<file path="src/rtl/mdu_pkg.sv">
// Shared definitions for the iterative multiply/divide unit: operation
// encodings, controller states and the divide-by-zero quotient value.
package mdu_pkg;

    localparam logic [1:0] OP_MULT  = 2'b00;
    localparam logic [1:0] OP_MULTU = 2'b01;
    localparam logic [1:0] OP_DIV   = 2'b10;
    localparam logic [1:0] OP_DIVU  = 2'b11;

    // Quotient produced by restoring division when the divisor is zero
    localparam logic [31:0] DIV0_LO = 32'hFFFF_FFFF;

    typedef enum logic [1:0] {
        IDLE = 2'd0,
        RUN  = 2'd1,
        FIN  = 2'd2
    } mdu_state_e;

    // Bit 1 of the op field selects divide, bit 0 selects the unsigned form
    function automatic logic op_is_div(input logic [1:0] op);
        return op[1];
    endfunction

    function automatic logic op_is_signed(input logic [1:0] op);
        return ~op[0];
    endfunction

endpackage

</file>
<file path="src/rtl/mdu_sign_fix.sv">
// Conditional two's-complement negate. Used both to take operand
// magnitudes and to restore the sign of the final results; wraps modulo 2^W.
module mdu_sign_fix #(
    parameter int W = 32
) (
    input  logic [W-1:0] value_in,
    input  logic         negate,
    output logic [W-1:0] value_out
);

    // Pass through or negate depending on the requested sign
    always_comb begin
        value_out = negate ? ({W{1'b0}} - value_in) : value_in;
    end

endmodule

</file>
<file path="src/rtl/mult_div_unit.sv">
// Iterative multiply/divide unit holding the architectural HI/LO registers.
// One shift-add (multiply) or restoring shift-subtract (divide) step is
// performed per clock; signed operations run on magnitudes and the signs
// are restored as the results are written into HI/LO.
module mult_div_unit
    import mdu_pkg::*;
#(
    parameter int WIDTH = 32,
    parameter int ITER  = 32
) (
    input  logic             clk,
    input  logic             rst_n,
    input  logic             start,
    input  logic [1:0]       op,
    input  logic [WIDTH-1:0] operand_a,
    input  logic [WIDTH-1:0] operand_b,
    input  logic             hi_we,
    input  logic             lo_we,
    input  logic [WIDTH-1:0] wr_data,
    output logic             busy,
    output logic             done,
    output logic [WIDTH-1:0] hi,
    output logic [WIDTH-1:0] lo
);

    localparam int CNT_W = $clog2(ITER + 1);

    mdu_state_e         state_q, state_d;
    logic [CNT_W-1:0]   cnt_q, cnt_d;
    logic [2*WIDTH-1:0] acc_q, acc_d;
    logic [WIDTH-1:0]   addend_q, addend_d;
    logic               is_div_q, is_div_d;
    logic               neg_q, neg_d;
    logic               rem_neg_q, rem_neg_d;
    logic [WIDTH-1:0]   hi_q, hi_d;
    logic [WIDTH-1:0]   lo_q, lo_d;

    logic               signed_eff;
    logic               sign_a;
    logic               sign_b;
    logic [WIDTH-1:0]   abs_a;
    logic [WIDTH-1:0]   abs_b;

    logic [WIDTH:0]     mul_sum;
    logic [2*WIDTH-1:0] mul_next;
    logic [WIDTH:0]     rem_sh;
    logic               rem_ge;
    logic [WIDTH-1:0]   rem_sub;
    logic [2*WIDTH-1:0] div_next;
    logic [2*WIDTH-1:0] step_acc;

    logic [2*WIDTH-1:0] prod_fixed;
    logic [WIDTH-1:0]   quo_fixed;
    logic [WIDTH-1:0]   rem_fixed;

    // Decide which operands are treated as signed; a zero divisor forces the
    // raw unsigned view so the result is all-ones quotient and raw dividend
    always_comb begin
        signed_eff = op_is_signed(op) && !(op_is_div(op) && (operand_b == '0));
        sign_a     = signed_eff & operand_a[WIDTH-1];
        sign_b     = signed_eff & operand_b[WIDTH-1];
    end

    mdu_sign_fix #(.W(WIDTH)) u_abs_a (
        .value_in  (operand_a),
        .negate    (sign_a),
        .value_out (abs_a)
    );

    mdu_sign_fix #(.W(WIDTH)) u_abs_b (
        .value_in  (operand_b),
        .negate    (sign_b),
        .value_out (abs_b)
    );

    // One iteration of either algorithm on the shared 2*WIDTH accumulator
    always_comb begin
        mul_sum = {1'b0, acc_q[2*WIDTH-1:WIDTH]};
        if (acc_q[0]) begin
            mul_sum = mul_sum + {1'b0, addend_q};
        end
        mul_next = {mul_sum, acc_q[WIDTH-1:1]};

        rem_sh  = acc_q[2*WIDTH-1:WIDTH-1];
        rem_ge  = rem_sh >= {1'b0, addend_q};
        rem_sub = rem_sh[WIDTH-1:0] - addend_q;
        if (rem_ge) begin
            div_next = {rem_sub, acc_q[WIDTH-2:0], 1'b1};
        end else begin
            div_next = {rem_sh[WIDTH-1:0], acc_q[WIDTH-2:0], 1'b0};
        end

        step_acc = is_div_q ? div_next : mul_next;
    end

    mdu_sign_fix #(.W(2*WIDTH)) u_fix_prod (
        .value_in  (step_acc),
        .negate    (neg_q),
        .value_out (prod_fixed)
    );

    mdu_sign_fix #(.W(WIDTH)) u_fix_quo (
        .value_in  (step_acc[WIDTH-1:0]),
        .negate    (neg_q),
        .value_out (quo_fixed)
    );

    mdu_sign_fix #(.W(WIDTH)) u_fix_rem (
        .value_in  (step_acc[2*WIDTH-1:WIDTH]),
        .negate    (rem_neg_q),
        .value_out (rem_fixed)
    );

    // Controller: launch from IDLE, iterate in RUN, commit HI/LO on the final
    // step so they are visible in FIN together with the done pulse
    always_comb begin
        state_d   = state_q;
        cnt_d     = cnt_q;
        acc_d     = acc_q;
        addend_d  = addend_q;
        is_div_d  = is_div_q;
        neg_d     = neg_q;
        rem_neg_d = rem_neg_q;
        hi_d      = hi_q;
        lo_d      = lo_q;

        unique case (state_q)
            IDLE: begin
                if (start) begin
                    is_div_d  = op_is_div(op);
                    neg_d     = sign_a ^ sign_b;
                    rem_neg_d = sign_a & op_is_div(op);
                    cnt_d     = CNT_W'(ITER);
                    if (op_is_div(op)) begin
                        acc_d    = {{WIDTH{1'b0}}, abs_a};
                        addend_d = abs_b;
                    end else begin
                        acc_d    = {{WIDTH{1'b0}}, abs_b};
                        addend_d = abs_a;
                    end
                    state_d = RUN;
                end else begin
                    if (hi_we) begin
                        hi_d = wr_data;
                    end
                    if (lo_we) begin
                        lo_d = wr_data;
                    end
                end
            end

            RUN: begin
                acc_d = step_acc;
                cnt_d = cnt_q - CNT_W'(1);
                if (cnt_q == CNT_W'(1)) begin
                    state_d = FIN;
                    if (is_div_q) begin
                        hi_d = rem_fixed;
                        lo_d = quo_fixed;
                    end else begin
                        hi_d = prod_fixed[2*WIDTH-1:WIDTH];
                        lo_d = prod_fixed[WIDTH-1:0];
                    end
                end
            end

            FIN: begin
                state_d = IDLE;
            end

            default: begin
                state_d = IDLE;
            end
        endcase
    end

    // State and datapath registers; reset aborts any operation in flight
    always_ff @(posedge clk or negedge rst_n) begin
        if (!rst_n) begin
            state_q   <= IDLE;
            cnt_q     <= '0;
            acc_q     <= '0;
            addend_q  <= '0;
            is_div_q  <= 1'b0;
            neg_q     <= 1'b0;
            rem_neg_q <= 1'b0;
            hi_q      <= '0;
            lo_q      <= '0;
        end else begin
            state_q   <= state_d;
            cnt_q     <= cnt_d;
            acc_q     <= acc_d;
            addend_q  <= addend_d;
            is_div_q  <= is_div_d;
            neg_q     <= neg_d;
            rem_neg_q <= rem_neg_d;
            hi_q      <= hi_d;
            lo_q      <= lo_d;
        end
    end

    // Status and register outputs
    always_comb begin
        busy = (state_q == RUN);
        done = (state_q == FIN);
        hi   = hi_q;
        lo   = lo_q;
    end

endmodule

</file>
<file path="config.mk">
export PLATFORM = sky130hd
export DESIGN_NAME = mult_div_unit
export DESIGN_NICKNAME = d
export VERILOG_FILES = /design/src/rtl/mdu_pkg.sv /design/src/rtl/mdu_sign_fix.sv /design/src/rtl/mult_div_unit.sv
export SDC_FILE = /design/constraint.sdc
export NUM_CORES = 1
export LEC_CHECK = 0
export CELL_PAD_IN_SITES_DETAIL_PLACEMENT = 1
export CELL_PAD_IN_SITES_GLOBAL_PLACEMENT = 2
export CORE_MARGIN = 2
export CORE_UTILIZATION = 33
export DETAILED_ROUTE_END_ITERATION = 16
export PLACE_DENSITY = 0.8
export REMOVE_ABC_BUFFERS = 1
export SLEW_MARGIN = 20
export SYNTH_ARGS = -nofsm -noshare
export SYNTH_HDL_FRONTEND = slang
export SYNTH_HIERARCHICAL = 1
export SYNTH_SLANG_ARGS = --single-unit
export TNS_END_PERCENT = 1
</file>
<file path="constraint.sdc">
create_clock -name clk -period 5.35 [get_ports clk]
set_clock_uncertainty 0.05 [all_clocks]
set_input_delay 1.07 -clock clk [delete_from_list [all_inputs] [get_ports clk]]
set_output_delay 1.07 -clock clk [all_outputs]
set_load 0.005 [all_outputs]
</file>
==> results.tsv <==
metric	value	unit
status	complete, no violations	
Fin. Hold Viols	0	
Period minus WS final	5.20	ns
most common flop cell mapped by yosys	dfrtp_1	
worst-path fanout max	8	
I/O pin cnt	169	
Global Route Usage Sum	0.273	
most common cell after layout, fill and taps aside	buf_4	
leading post-synthesis cells by cell area	dfrtp_1 23%, xnor2_1 9.9%, mux2i_1 7.7%, mux2_2 5.8%, ha_1 4.9%	
Clock Tree Buf Depth	2	
max cap viols	0	
initial DRC count	1299	
Starting Density	0.332	
sequential element share of the synthesized area	0.235	
clock latency on the worst-skew pair	0.51	ns
number of synthesized flops with an enable pin	0	
Clock H-tree levels	4	
FF+latch count, synth	171	
Synth Cell Area	18200	um^2
crit path DAT	5.54	ns
Fmax achieved	0.192	GHz
Critical Path RT	5.69	ns
Final Util	0.426	
Slew headroom	0.295	
CTS buffer count	17	
diode count	0	
measured slew at the worst slew-check pin	1.06	ns
clk sinks	171	
ratio of cells with drive above 1 in the final layout	0.212	
worst hold path class	reg -> reg	
Placeable Area	54900	um^2
Slew Viols, Final	0	
routability cong.	0.961	
largest net degree at the start of global routing	113	
reg2reg path depth	20	
Unique masters post-synth	89	
YS warnings	6	
vias in the first global route	19700	
DR DRC count	0	
unrepaired setup endpoints after global routing	yes	
HPWL Detailed	61800	um
total global routing overflow	0	
Post-Syn Instances	2184	
Crit Path Class	reg -> reg	
via count	18900	
commonest cells after routing, fill and taps aside	253 x buf_4, 206 x xnor2_1, 180 x nand2_1, 168 x dfrtp_1, 166 x clkdlybuf4s50_1	
ANT nets after route	0	
Rows	86	
full die area	57100	um^2
Avg WL per Cell	24.3	um
Synth Area per Inst	8.34	um^2
Nets	2663	
Setup violations, final	0	
die width	239	um
final worst path period share	0.971	
crit path launch type	flop	
CTS tree	yes	
CP endpoint kind	flop	
Clk pin slew, worst setup/hold paths	0.08	ns
initial antenna violation count	2	
area share of the largest cell type after synthesis	0.235	
Root Buffer	clkbuf_16	
drt pass-1 iters	5	
die height	239	um
hold depth	1	
PortBufs	168	
first-pass GRT wire length	120000	um
final wirelength	78000	um
Synth area leader	dfrtp_1	
Async S/R FF share, synth	1.00	
vias per cell	5.91	
area delta synth->final	28.3	%
==> synthesized netlist by cell type, types with 23 or more instances <==
library cell	instances
o41ai_1	43
a21o_1	33
ha_1	71
a31oi_1	24
dfrtp_1	171
clkbuf_1	108
a21oi_1	159
a211oi_1	26
o31ai_1	69
inv_1	72
nor3_1	24
nand3_1	48
nand2_1	184
or3_1	23
xor2_1	23
nand4_1	32
nor4_1	31
xnor2_1	206
mux2i_1	140
nor2_1	144
mux2_2	94
a221o_1	34
o21ai_0	135
==> worst max-delay path, stage by stage, from the launching register on <==
cell and delay (ns):
dfrtp_1 0.39, buf_4 0.16, ha_1 0.32, nor2b_4 0.15
o2111a_2 0.27, o2111ai_4 0.14, a21oi_4 0.22, nor2_4 0.07
a2111o_1 0.41, buf_4 0.16, nand2_2 0.09, buf_12 0.15
mux2i_4 0.24, a22oi_2 0.11, or4_4 0.58, or4b_4 0.54
o41ai_4 0.41, xnor2_1 0.11, mux2i_1 0.15, a21oi_1 0.08
mux2_4 0.27
==> metrics by stage <==
stage                     setup slack [ns]  hold WS, ns  cells  instance area, um^2  setup TNS (ns)
after global placement              -0.322        0.425   3161                22100           -1.03
final                                0.155        0.447   3204                23400               0
after global routing               -0.0846        0.475   3204                23400          -0.251
after detailed placement            -0.323        0.436   3161                22100           -1.15
after CTS                          0.00841        0.448   3193                22800               0
after floorplan                      -2.80        0.407   2038                17600         -150.57
==> final timing paths <==
check,from,to,slack (ns)
max in group asynchronous,rst_n,hi[14],3.52
hold reg to reg,cnt_q[4],cnt_q[4],0.45
setup reg to reg,acc_q[32],hi[29],0.15
hold / removal,cnt_q[4],cnt_q[4],0.45
setup / recovery,acc_q[32],hi[29],0.15
min in group asynchronous,rst_n,lo[25],0.60
==> logic make-up after synthesis <==
logic type,synth area share
buffers and inverters,0.0495
muxes,0.135
xor gates and xnor gates,0.110
AOI/OAI and AO/OA,0.242
adders and majority gates,0.0510
and+or+nand+nor,0.178
DFF,0.235
==> timing repair <==
action,4_1_cts,5_1_grt
pin swaps,0,32
hold buffers,0,0
buffers inserted,0,11
endpoints found under the setup margin,10,30
gates resized for setup,9,102
hold endpoints to repair,0,0
==> per-layer routing <==
metal,share of wire,GRT usage,up-vias
met5,0,0,-
met3,0.041,0.0397,101
met4,0.039,0.102,0
li1,-,-,8746
met2,0.47,0.451,473
met1,0.45,0.360,9615
==> layout make-up <==
class,count,area [um^2]
clock inverter,15,193
fill,6464,31500
clock buffer,17,425
inverter,73,277
multi-input combinational,1794,13600
tap,704,881
sequential,171,4290
timing repair buffer,430,3730
==> flip-flops by register name, indices dropped and copies added, names as in the netlist <==
register and count:
acc_q 64, lo 32, is_div_q 1, state_q 2, hi 32, rem_neg_q 1
addend_q 32, cnt_q 6, neg_q 1
Power is not shown: default switching activity piles up to over one toggle a cycle in this logic, so the estimate is an artifact.
